File: config.mk
export PLATFORM = sky130hd
export DESIGN_NAME = fft_frame_streamer
export DESIGN_NICKNAME = d
export VERILOG_FILES = /design/src/rtl/fft_stream_pkg.sv /design/src/rtl/fft_skid_fifo.sv /design/src/rtl/fft_frame_streamer.sv
export SDC_FILE = /design/constraint.sdc
export NUM_CORES = 1
export LEC_CHECK = 0
export CORE_AREA = 2 2 105 97
export CTS_CLUSTER_DIAMETER = 30
export CTS_CLUSTER_SIZE = 28
export DETAILED_ROUTE_END_ITERATION = 10
export DIE_AREA = 0 0 107 99
export DONT_BUFFER_PORTS = 1
export PLACE_DENSITY_LB_ADDON = 0.25
export SETUP_SLACK_MARGIN = 0.2
export SKIP_LAST_GASP = 1
export SLEW_MARGIN = 30
export SYNTH_ARGS = -nofsm -noshare
export SYNTH_HDL_FRONTEND = slang
export SYNTH_SLANG_ARGS = --single-unit
export TNS_END_PERCENT = 20
File: constraint.sdc
create_clock -name clk -period 9.1 [get_ports clk]
set_clock_uncertainty 0.15 [all_clocks]
set_input_delay 1.82 -clock clk [delete_from_list [all_inputs] [get_ports clk]]
set_output_delay 1.82 -clock clk [all_outputs]
set_load 0.02 [all_outputs]
File: src/rtl/fft_stream_pkg.sv
// Shared state encodings and error-flag bit positions for the FFT frame streamer.
package fft_stream_pkg;

  typedef logic [1:0] state_t;

  localparam state_t StIdle   = 2'd0;
  localparam state_t StPrime  = 2'd1;
  localparam state_t StStream = 2'd2;

  localparam int unsigned ErrW               = 3;
  localparam int unsigned ErrTlastMissing    = 0;
  localparam int unsigned ErrTlastUnexpected = 1;
  localparam int unsigned ErrReqDropped      = 2;

endpackage

File: src/rtl/fft_skid_fifo.sv
// Two-entry skid FIFO with registered head; absorbs one BRAM read of latency under backpressure.
module fft_skid_fifo #(
  parameter int unsigned Width = 16
) (
  input  logic             clk,
  input  logic             rst_n,
  input  logic             push,
  input  logic [Width-1:0] wdata,
  input  logic             pop,
  input  logic             flush,
  output logic [Width-1:0] rdata,
  output logic [1:0]       count
);

  logic [Width-1:0] mem0_q, mem0_d;
  logic [Width-1:0] mem1_q, mem1_d;
  logic [1:0]       count_q, count_d;

  // Callers never pop when empty nor push into a full FIFO without popping.
  always_comb begin
    mem0_d  = mem0_q;
    mem1_d  = mem1_q;
    count_d = count_q;
    if (flush) begin
      count_d = 2'd0;
    end else begin
      case ({push, pop})
        2'b10: begin
          if (count_q == 2'd0) mem0_d = wdata;
          else                 mem1_d = wdata;
          count_d = count_q + 2'd1;
        end
        2'b01: begin
          mem0_d  = mem1_q;
          count_d = count_q - 2'd1;
        end
        2'b11: begin
          if (count_q == 2'd1) begin
            mem0_d = wdata;
          end else begin
            mem0_d = mem1_q;
            mem1_d = wdata;
          end
        end
        default: ;
      endcase
    end
  end

  always_ff @(posedge clk or negedge rst_n) begin
    if (!rst_n) begin
      mem0_q  <= '0;
      mem1_q  <= '0;
      count_q <= 2'd0;
    end else begin
      mem0_q  <= mem0_d;
      mem1_q  <= mem1_d;
      count_q <= count_d;
    end
  end

  assign rdata = mem0_q;
  assign count = count_q;

endmodule

File: src/rtl/fft_frame_streamer.sv
// Streams one FFT frame from the circular sample BRAM to the core over AXI-stream and writes a
// scaled, saturated window of the returned magnitudes into the histogram BRAM.
module fft_frame_streamer
  import fft_stream_pkg::*;
#(
  parameter int unsigned LOG2_N        = 12,
  parameter int unsigned SAMPLE_W      = 16,
  parameter bit          OFFSET_BINARY = 1'b1,
  parameter int unsigned MAG_W         = 24,
  parameter int unsigned OUT_W         = 16,
  parameter int unsigned MAG_SHIFT     = 0,
  parameter int unsigned LOG2_BINS     = 10,
  parameter int unsigned BIN_BASE      = 0
) (
  input  logic                  clk,
  input  logic                  rst_n,
  input  logic                  req,
  input  logic [LOG2_N-1:0]     fhead,
  output logic [LOG2_N-1:0]     faddr,
  input  logic [SAMPLE_W-1:0]   fdata,
  output logic [2*SAMPLE_W-1:0] frame_tdata,
  output logic                  frame_tvalid,
  input  logic                  frame_tready,
  output logic                  frame_tlast,
  input  logic [MAG_W-1:0]      mag_tdata,
  input  logic [LOG2_N-1:0]     mag_tuser,
  input  logic                  mag_tvalid,
  input  logic                  ev_tlast_missing,
  input  logic                  ev_tlast_unexpected,
  output logic [LOG2_BINS-1:0]  haddr,
  output logic [OUT_W-1:0]      hdata,
  output logic                  hwe,
  output logic                  hist_done,
  output logic                  busy,
  input  logic                  err_clr,
  output logic [ErrW-1:0]       error,
  output logic [7:0]            drop_cnt
);

  localparam int unsigned CntW = LOG2_N + 1;
  localparam int unsigned IdxW = LOG2_N + 1;
  localparam logic [CntW-1:0]  FrameLen = CntW'(2 ** LOG2_N);
  localparam logic [MAG_W-1:0] OutMax   = MAG_W'({OUT_W{1'b1}});

  state_t              state_q, state_d;
  logic [LOG2_N-1:0]   faddr_q, faddr_d;
  logic [CntW-1:0]     rd_cnt_q, rd_cnt_d;
  logic [LOG2_N-1:0]   tx_cnt_q, tx_cnt_d;
  logic                inflight_q;
  logic                pending_q, pending_d;
  logic [LOG2_N-1:0]   pend_head_q, pend_head_d;
  logic [ErrW-1:0]     error_q, error_d;
  logic [7:0]          drop_cnt_q, drop_cnt_d;

  logic [SAMPLE_W-1:0] sample;
  logic [SAMPLE_W-1:0] fifo_rdata;
  logic [1:0]          fifo_count;
  logic [2:0]          occ_next;
  logic                active, abort, hs, done, issue, drop, start;
  logic [LOG2_N-1:0]   start_head;

  always_comb begin
    sample = fdata;
    if (OFFSET_BINARY) sample[SAMPLE_W-1] = ~fdata[SAMPLE_W-1];
  end

  assign active       = (state_q != StIdle);
  assign abort        = active && (ev_tlast_missing || ev_tlast_unexpected);
  assign frame_tvalid = (fifo_count != 2'd0);
  assign frame_tlast  = frame_tvalid && (tx_cnt_q == '1);
  assign frame_tdata  = {{SAMPLE_W{1'b0}}, fifo_rdata};
  assign hs           = frame_tvalid && frame_tready;
  assign done         = hs && frame_tlast;
  assign drop         = req && active && pending_q;

  // Only read when the data landing next cycle is guaranteed a free slot whatever the core does.
  assign occ_next = 3'(fifo_count) + 3'(inflight_q) - 3'(hs);
  assign issue    = active && !abort && (rd_cnt_q != FrameLen) && (occ_next <= 3'd1);

  fft_skid_fifo #(
    .Width (SAMPLE_W)
  ) u_fifo (
    .clk   (clk),
    .rst_n (rst_n),
    .push  (inflight_q),
    .wdata (sample),
    .pop   (hs),
    .flush (abort),
    .rdata (fifo_rdata),
    .count (fifo_count)
  );

  always_comb begin
    state_d     = state_q;
    faddr_d     = faddr_q;
    rd_cnt_d    = rd_cnt_q;
    tx_cnt_d    = tx_cnt_q;
    pending_d   = pending_q;
    pend_head_d = pend_head_q;
    start       = 1'b0;
    start_head  = fhead;

    if (req && active) begin
      pending_d   = 1'b1;
      pend_head_d = fhead;
    end
    if (issue) begin
      faddr_d  = faddr_q + LOG2_N'(1);
      rd_cnt_d = rd_cnt_q + CntW'(1);
    end
    if (hs) tx_cnt_d = tx_cnt_q + LOG2_N'(1);

    case (state_q)
      StIdle: begin
        if (req) begin
          start = 1'b1;
        end else if (pending_q) begin
          start      = 1'b1;
          start_head = pend_head_q;
        end
      end
      StPrime: state_d = abort ? StIdle : StStream;
      StStream: begin
        if (abort) begin
          state_d = StIdle;
        end else if (done) begin
          // A request arriving with the final handshake is the newest head, so it wins.
          if (req) begin
            start = 1'b1;
          end else if (pending_q) begin
            start      = 1'b1;
            start_head = pend_head_q;
          end else begin
            state_d = StIdle;
          end
        end
      end
      default: state_d = StIdle;
    endcase

    if (start) begin
      state_d   = StPrime;
      faddr_d   = start_head;
      rd_cnt_d  = '0;
      tx_cnt_d  = '0;
      pending_d = 1'b0;
    end
  end

  always_comb begin
    error_d = err_clr ? '0 : error_q;
    error_d[ErrTlastMissing]    = error_d[ErrTlastMissing] | ev_tlast_missing;
    error_d[ErrTlastUnexpected] = error_d[ErrTlastUnexpected] | ev_tlast_unexpected;
    error_d[ErrReqDropped]      = error_d[ErrReqDropped] | drop;
    drop_cnt_d = err_clr ? 8'd0 : drop_cnt_q;
    if (drop && (drop_cnt_d != 8'hFF)) drop_cnt_d = drop_cnt_d + 8'd1;
  end

  always_ff @(posedge clk or negedge rst_n) begin
    if (!rst_n) begin
      state_q     <= StIdle;
      faddr_q     <= '0;
      rd_cnt_q    <= '0;
      tx_cnt_q    <= '0;
      inflight_q  <= 1'b0;
      pending_q   <= 1'b0;
      pend_head_q <= '0;
      error_q     <= '0;
      drop_cnt_q  <= 8'd0;
    end else begin
      state_q     <= state_d;
      faddr_q     <= faddr_d;
      rd_cnt_q    <= rd_cnt_d;
      tx_cnt_q    <= tx_cnt_d;
      inflight_q  <= issue;
      pending_q   <= pending_d;
      pend_head_q <= pend_head_d;
      error_q     <= error_d;
      drop_cnt_q  <= drop_cnt_d;
    end
  end

  assign faddr    = faddr_q;
  assign busy     = active;
  assign error    = error_q;
  assign drop_cnt = drop_cnt_q;

  // Receive path: an underflowing subtraction sets the top idx bit, so one compare bounds both ends.
  logic [IdxW-1:0]      idx;
  logic                 in_range;
  logic [MAG_W-1:0]     mag_shifted;
  logic [LOG2_BINS-1:0] haddr_q;
  logic [OUT_W-1:0]     hdata_q;
  logic                 hwe_q, hist_done_q;

  assign idx         = {1'b0, mag_tuser} - IdxW'(BIN_BASE);
  assign in_range    = mag_tvalid && (idx < IdxW'(2 ** LOG2_BINS));
  assign mag_shifted = mag_tdata >> MAG_SHIFT;

  always_ff @(posedge clk or negedge rst_n) begin
    if (!rst_n) begin
      haddr_q     <= '0;
      hdata_q     <= '0;
      hwe_q       <= 1'b0;
      hist_done_q <= 1'b0;
    end else begin
      hwe_q       <= in_range;
      hist_done_q <= in_range && (idx[LOG2_BINS-1:0] == '1);
      if (in_range) begin
        haddr_q <= idx[LOG2_BINS-1:0];
        hdata_q <= (mag_shifted > OutMax) ? {OUT_W{1'b1}} : mag_shifted[OUT_W-1:0];
      end
    end
  end

  assign haddr     = haddr_q;
  assign hdata     = hdata_q;
  assign hwe       = hwe_q;
  assign hist_done = hist_done_q;

endmodule

==> flow_summary.json, run 1 <==
{
  "numCtsBuffers": 17,
  "drtIter0Drc": 237,
  "p_total_mw": 2.00,
  "cp-start-kind": "input port",
  "fill_cells": 689,
  "fin_crit_sh": 0.500,
  "crit_type": "in -> reg",
  "async_flop_share": 1.00,
  "core-area_um2": 9490,
  "regToRegStartpoint": "u_fifo.count[1]",
  "netlist_instances": 543,
  "clockBufferDepth": 2,
  "post_cts_resized": 0,
  "dr.pass1.iters": 5,
  "yosys_warnings": 0,
  "synth_edf_count": 0,
  "place_congestion": 0.832,
  "leakage_nw": 2.76,
  "ys_seq_elements": 126,
  "worstSetupEndpointType": "flop",
  "hold_start": "u_fifo.mem1_q[15]",
  "tightestPinTransition_ps": 904,
  "setup_viol": 0,
  "slew_violations": 0,
  "status": "completed",
  "port_buffers": 0,
  "ant_nets": 0,
  "setup_ws_ps": 4550,
  "drv_cap": 0,
  "start_util": 0.635,
  "yosysSeqAreaShare": 0.523,
  "vias": 4227,
  "cts.sinks": 126,
  "period_needed_ps": 4550,
  "clk_pin_slew_worst_paths_ps": 60,
  "num_antenna_cells": 0,
  "yosys-top-cells-area": "dfrtp_1 52%, mux2_2 7.5%, a21oi_1 2.6%, mux2i_1 2.5%, o22a_1 2.5%",
  "groute.usage.overall": 0.248,
  "grt_pass1_wl_mm": 20.7,
  "grt_max_degree": 127,
  "io_pins": 158,
  "die_w_um": 107,
  "arrival_ps": 4820,
  "cts_root_buffer": "clkbuf_8",
  "synth_ff_type": "dfrtp_1",
  "wl_per_cell_um": 18.6,
  "antenna_found_initial": 0,
  "drc": 0,
  "fmax_ghz": 0.220,
  "rows": 34,
  "post-cts-setup-buffer-count": 0,
  "synth.top_cell.area_share": 0.523,
  "cts_hold_buf": 0,
  "crit_fanout": 18,
  "drive_gt1_frac": 0.149,
  "clk_latency_ps": 520,
  "slew_headroom": 0.394,
  "required_ps": 9370,
  "finalHoldViolCount": 0,
  "tns_ps": 0,
  "cts_tree": "built",
  "routed_wl_mm": 12.6,
  "dp.final_hpwl_mm": 8.61,
  "ys_types": 55,
  "nets": 621,
  "h-tree-depth": 4,
  "post-route-util": 0.695,
  "die_y_um": 99,
  "syn_avg_cell_area_um2": 11.1,
  "gr-total-overflow": 0,
  "dp_slack_ps": 4050,
  "crit_path_start": "frame_tready",
  "rsz0062_at_grt": "false",
  "die-area_um2": 10600,
  "grt_pass1_vias": 4256,
  "syn_area_um2": 6030,
  "yosys.area.top_type": "dfrtp_1",
  "via_per_inst": 6.23,
  "ir_drop_mv": 0.190,
  "synthToLayoutAreaGrowth_pct": 9.49,
  "powerDensity_nw_per_um2": 303,
  "min_path_type": "reg -> reg"
}
==> cell usage in the layout, fill, tap and decap left out, types with 14 or more instances in the layout <==
cell type  instances
dfrtp_1          126
inv_1             18
nand3_1           16
a21oi_1           30
o21ai_0           14
mux2_2            40
o22a_1            17
conb_1            16
nor2_1            37
nand2_1           22
nand4_1           17
clkbuf_16         16
mux2i_1           15
==> report_power, final <==
| group | total [mW] | leakage, nW | switching (mW) | internal, mW |
|---|---|---|---|---|
| Clock | 0.634 | 0.266 | 0.250 | 0.384 |
| Sequential | 0.920 | 1.52 | 0.218 | 0.702 |
| Combinational | 0.442 | 0.978 | 0.245 | 0.197 |
| Total | 2.00 | 2.76 | 0.713 | 1.28 |
==> cells in the mapped netlist (all sizes together), types with 8 or more instances <==
| library cell | number |
|---|---|
| xor2 | 8 |
| a32oi | 12 |
| or3 | 9 |
| clkbuf | 11 |
| nand4 | 17 |
| o22ai | 12 |
| nand2 | 23 |
| nand3 | 16 |
| o22a | 17 |
| o31ai | 11 |
| dfrtp | 126 |
| xnor2 | 12 |
| inv | 18 |
| o21ai | 14 |
| ha | 9 |
| mux2i | 15 |
| buf | 30 |
| nor2 | 37 |
| or4 | 12 |
| mux2 | 40 |
| a21oi | 32 |
==> cell type report <==
| cell class | count | area, um2 | area share |
|---|---|---|---|
| sequential | 126 | 3150 | 0.478 |
| multi-input combinational | 371 | 2630 | 0.398 |
| clock buffer | 20 | 455 | 0.0690 |
| tap | 126 | 158 | 0.0239 |
| clock inverter | 12 | 109 | 0.0165 |
| inverter | 20 | 75.1 | 0.0114 |
| timing repair buffer | 3 | 22.5 | 0.00341 |
==> stage by stage <==
step / hold WS (ps) / instances / area [um2]
global placement: 330 / 646 / 6030
global route: 366 / 678 / 6600
CTS: 352 / 678 / 6600
floorplan: 300 / 558 / 6080
detailed placement: 339 / 646 / 6030
finish: 350 / 678 / 6600
==> critical path, stage by stage <==
cell and delay [ps]:
nand2b_2 110, clkinv_1 250, ha_1 340, inv_1 50
ha_1 120, inv_1 50, fa_1 490, nor3b_4 300
nand3_1 450, or4_1 570, a32oi_1 250
==> registers in the layout, summed over array words and instances, names as in the netlist <==
register / flops
tx_cnt_q: 12
rd_cnt_q: 13
u_fifo.count: 2
hdata: 16
faddr: 12
drop_cnt: 8
pending_q: 1
u_fifo.rdata: 16
u_fifo.mem1_q: 16
state_q: 2
pend_head_q: 12
error: 3
hwe: 1
hist_done: 1
haddr: 10
inflight_q: 1
==> worst paths after layout <==
kind | endpoint | slack, ps | depth (start not counted)
setup / recovery | faddr[2] | 4550 | 11
hold / removal | u_fifo.mem1_q[15] | 350 | 2
setup reg to reg | faddr[2] | 4880 | 13
hold reg to reg | u_fifo.mem1_q[15] | 350 | 2
max in group asynchronous | tx_cnt_q[0] | 7700 | 0
min in group asynchronous | rd_cnt_q[11] | 850 | 0
==> logic make-up after synthesis <==
logic type,after synthesis,synth area share
and+or+nand+nor,160,0.148
DFF,126,0.523
AOI/OAI and AO/OA,110,0.124
buffers and inverters,61,0.0519
muxes,55,0.0997
xor gates and xnor gates,20,0.0303
adders and majority gates,10,0.0220
other,1,0.000622
==> layer usage <==
metal | routed length (um) | up-vias | GRT usage
met2 | 6360 | 124 | 0.403
met5 | 0 | - | 0
met1 | 5130 | 2108 | 0.307
li1 | - | 1973 | -
met3 | 824 | 22 | 0.0800
met4 | 269 | 0 | 0.103
(Power assumes the default switching activity.)
==> run 2: changes to the inputs <==
Settings changed: CORE_AREA 2 2 105 97 to 2 2 107 98, DIE_AREA 0 0 107 99 to 0 0 109 100.
Clock period 9.1 ns to 4.6 ns, I/O delays scaled along.
==> run 2 against run 1 <==
- clock-buffer cell count increased by 2
- final area increased by 0.66%
- register-to-register slack got worse by 4400 ps
- global-route usage decreased by 0.34 points
- clock power increased by 100%
- critical endpoint is now faddr[4]
==> flow_summary.json, run 2 (synthesis gave the netlist of run 1 again) <==
{
  "setup_viol": 0,
  "powerDensity_nw_per_um2": 603,
  "tightestPinTransition_ps": 827,
  "crit_fanout": 18,
  "h-tree-depth": 4,
  "p_seq_frac": 0.457,
  "leakage_nw": 2.78,
  "die_y_um": 100,
  "die_w_um": 109,
  "routed_wl_mm": 12.6,
  "r2r_setup_slack_ps": 530,
  "period_needed_ps": 4070,
  "cts.sinks": 126,
  "grt.met3_usage": 0.0857,
  "p_clk_frac": 0.316,
  "final_common_cell": "dfrtp_1",
  "crit_type": "reg -> reg",
  "cts_root_buffer": "clkbuf_8",
  "cts_tree": "built",
  "fill_cells": 726,
  "slew_headroom": 0.449,
  "drv_cap": 0,
  "groute.usage.overall": 0.244,
  "place_congestion": 0.847,
  "dp.final_hpwl_mm": 8.62,
  "numCtsBuffers": 17,
  "ant_nets": 0,
  "dr.pass1.iters": 5,
  "die-area_um2": 10900,
  "io_pins": 158,
  "arrival_ps": 4350,
  "combPwrFrac": 0.227,
  "nets": 622,
  "via_per_inst": 6.14,
  "clockBufferDepth": 2,
  "power.switching_mw": 1.42,
  "min_path_type": "in -> async",
  "rows": 35,
  "num_antenna_cells": 0,
  "finalHoldViolCount": 0,
  "grt_pass1_vias": 4355,
  "rsz0062_at_grt": "false",
  "port_buffers": 0,
  "busiest_layer": "met2",
  "antenna_found_initial": 0,
  "ir_drop_mv": 0.321,
  "fmax_ghz": 0.246,
  "p_int_mw": 2.58,
  "synthToLayoutAreaGrowth_pct": 10.2,
  "tns_ps": 0,
  "vias": 4188,
  "fin_crit_sh": 0.885,
  "final_cell_mix": "126 x dfrtp_1, 40 x mux2_2, 37 x nor2_1, 30 x a21oi_1, 22 x nand2_1",
  "final_cells": 682,
  "wl_per_cell_um": 18.5,
  "core-area_um2": 9940,
  "status": "completed",
  "gr-total-overflow": 0,
  "grt_max_degree": 127,
  "worstSetupEndpointType": "flop",
  "p_sw_frac": 0.355,
  "required_ps": 4870,
  "clk_latency_ps": 520,
  "grtUsageMet1": 0.298,
  "clk_pin_slew_worst_paths_ps": 60,
  "grtUsageMet2": 0.397,
  "cp-start-kind": "flop",
  "start_util": 0.606,
  "slew_violations": 0,
  "grt_pass1_wl_mm": 20.6,
  "drtIter0Drc": 293,
  "drive_gt1_frac": 0.148,
  "drc": 0,
  "dp_cells": 649
}
==> run 2: cell count changes in the layout (fill, tap and decap cells not counted) <==
| cell | delta |
|---|---|
| clkinv_4 | +1 |
| clkbuf_8 | -1 |
| bufinv_16 | +1 |
| nand4bb_1 | -1 |
| nand3_1 | -1 |
| buf_16 | +1 |
| clkinvlp_4 | -1 |
| nand3_2 | +1 |
| nand4bb_2 | +1 |
| inv_6 | -3 |
| clkbuf_1 | +3 |
==> run 2: per-stage QoR <==
stage,hold slack (ps),worst slack [ps],utilization,area [um2],power [mW]
3_5_place_dp,326,359,0.607,6040,2.72
2_1_floorplan,300,1050,-,6080,2.50
4_1_cts,238,317,0.667,6630,4.02
5_1_grt,211,229,0.668,6640,4.22
3_3_place_gp,317,634,0.607,6040,2.65
6_report,228,528,0.668,6640,4.00
==> run 2: power groups by stage <==
stage                     sequential (mW)  combinational (mW)  clock [mW]
after global placement               1.82               0.824           0
after floorplan                      1.76               0.745           0
final                                1.83               0.907        1.27
after CTS                            1.83               0.906        1.29
after detailed placement             1.84               0.877           0
after global routing                 1.87                1.01        1.34
==> run 2: critical path: stages, from the launching register on <==
cell and delay (ps):
dfrtp_1 460, inv_1 140, ha_1 250, nand2b_2 220, clkinv_1 270, ha_1 360, inv_1 50, ha_1 140
inv_1 50, fa_1 490, nor3b_4 320, nand3_2 300, or4_1 550, a32oi_1 220
==> run 2: timing repair <==
| item | CTS | global route |
|---|---|---|
| hold endpoints to repair | 126 | 0 |
| setup endpoints to repair | 0 | 5 |
| hold buffers | 1 | 0 |
| buffers inserted | 0 | 0 |
| resized for setup | 0 | 1 |
==> run 2: layout make-up <==
| class | count | area, um2 | share of cell area |
|---|---|---|---|
| clock buffer | 22 | 453 | 0.0682 |
| clock inverter | 10 | 114 | 0.0171 |
| inverter | 20 | 75.1 | 0.0113 |
| multi-input combinational | 371 | 2640 | 0.397 |
| sequential | 126 | 3150 | 0.475 |
| tap | 129 | 161 | 0.0243 |
| timing repair buffer | 4 | 50.0 | 0.00754 |
==> run 2: layer usage <==
layer,wire (um),vias up
li1,-,1970
met1,5160,2076
met2,6370,132
met3,986,10
met4,121,0
met5,0,-
==> run 2: worst paths after layout <==
kind / from / to / cells past startpoint
worst max-delay path: u_fifo.count[1] / faddr[4] / 13
worst min register to register: u_fifo.mem1_q[6] / u_fifo.mem1_q[6] / 1
worst min-delay path: rst_n / rd_cnt_q[12] / 1
worst max register to register: u_fifo.count[1] / faddr[4] / 13
max in group asynchronous: rst_n / u_fifo.rdata[15] / 1
min in group clk: ev_tlast_missing / state_q[1] / 1
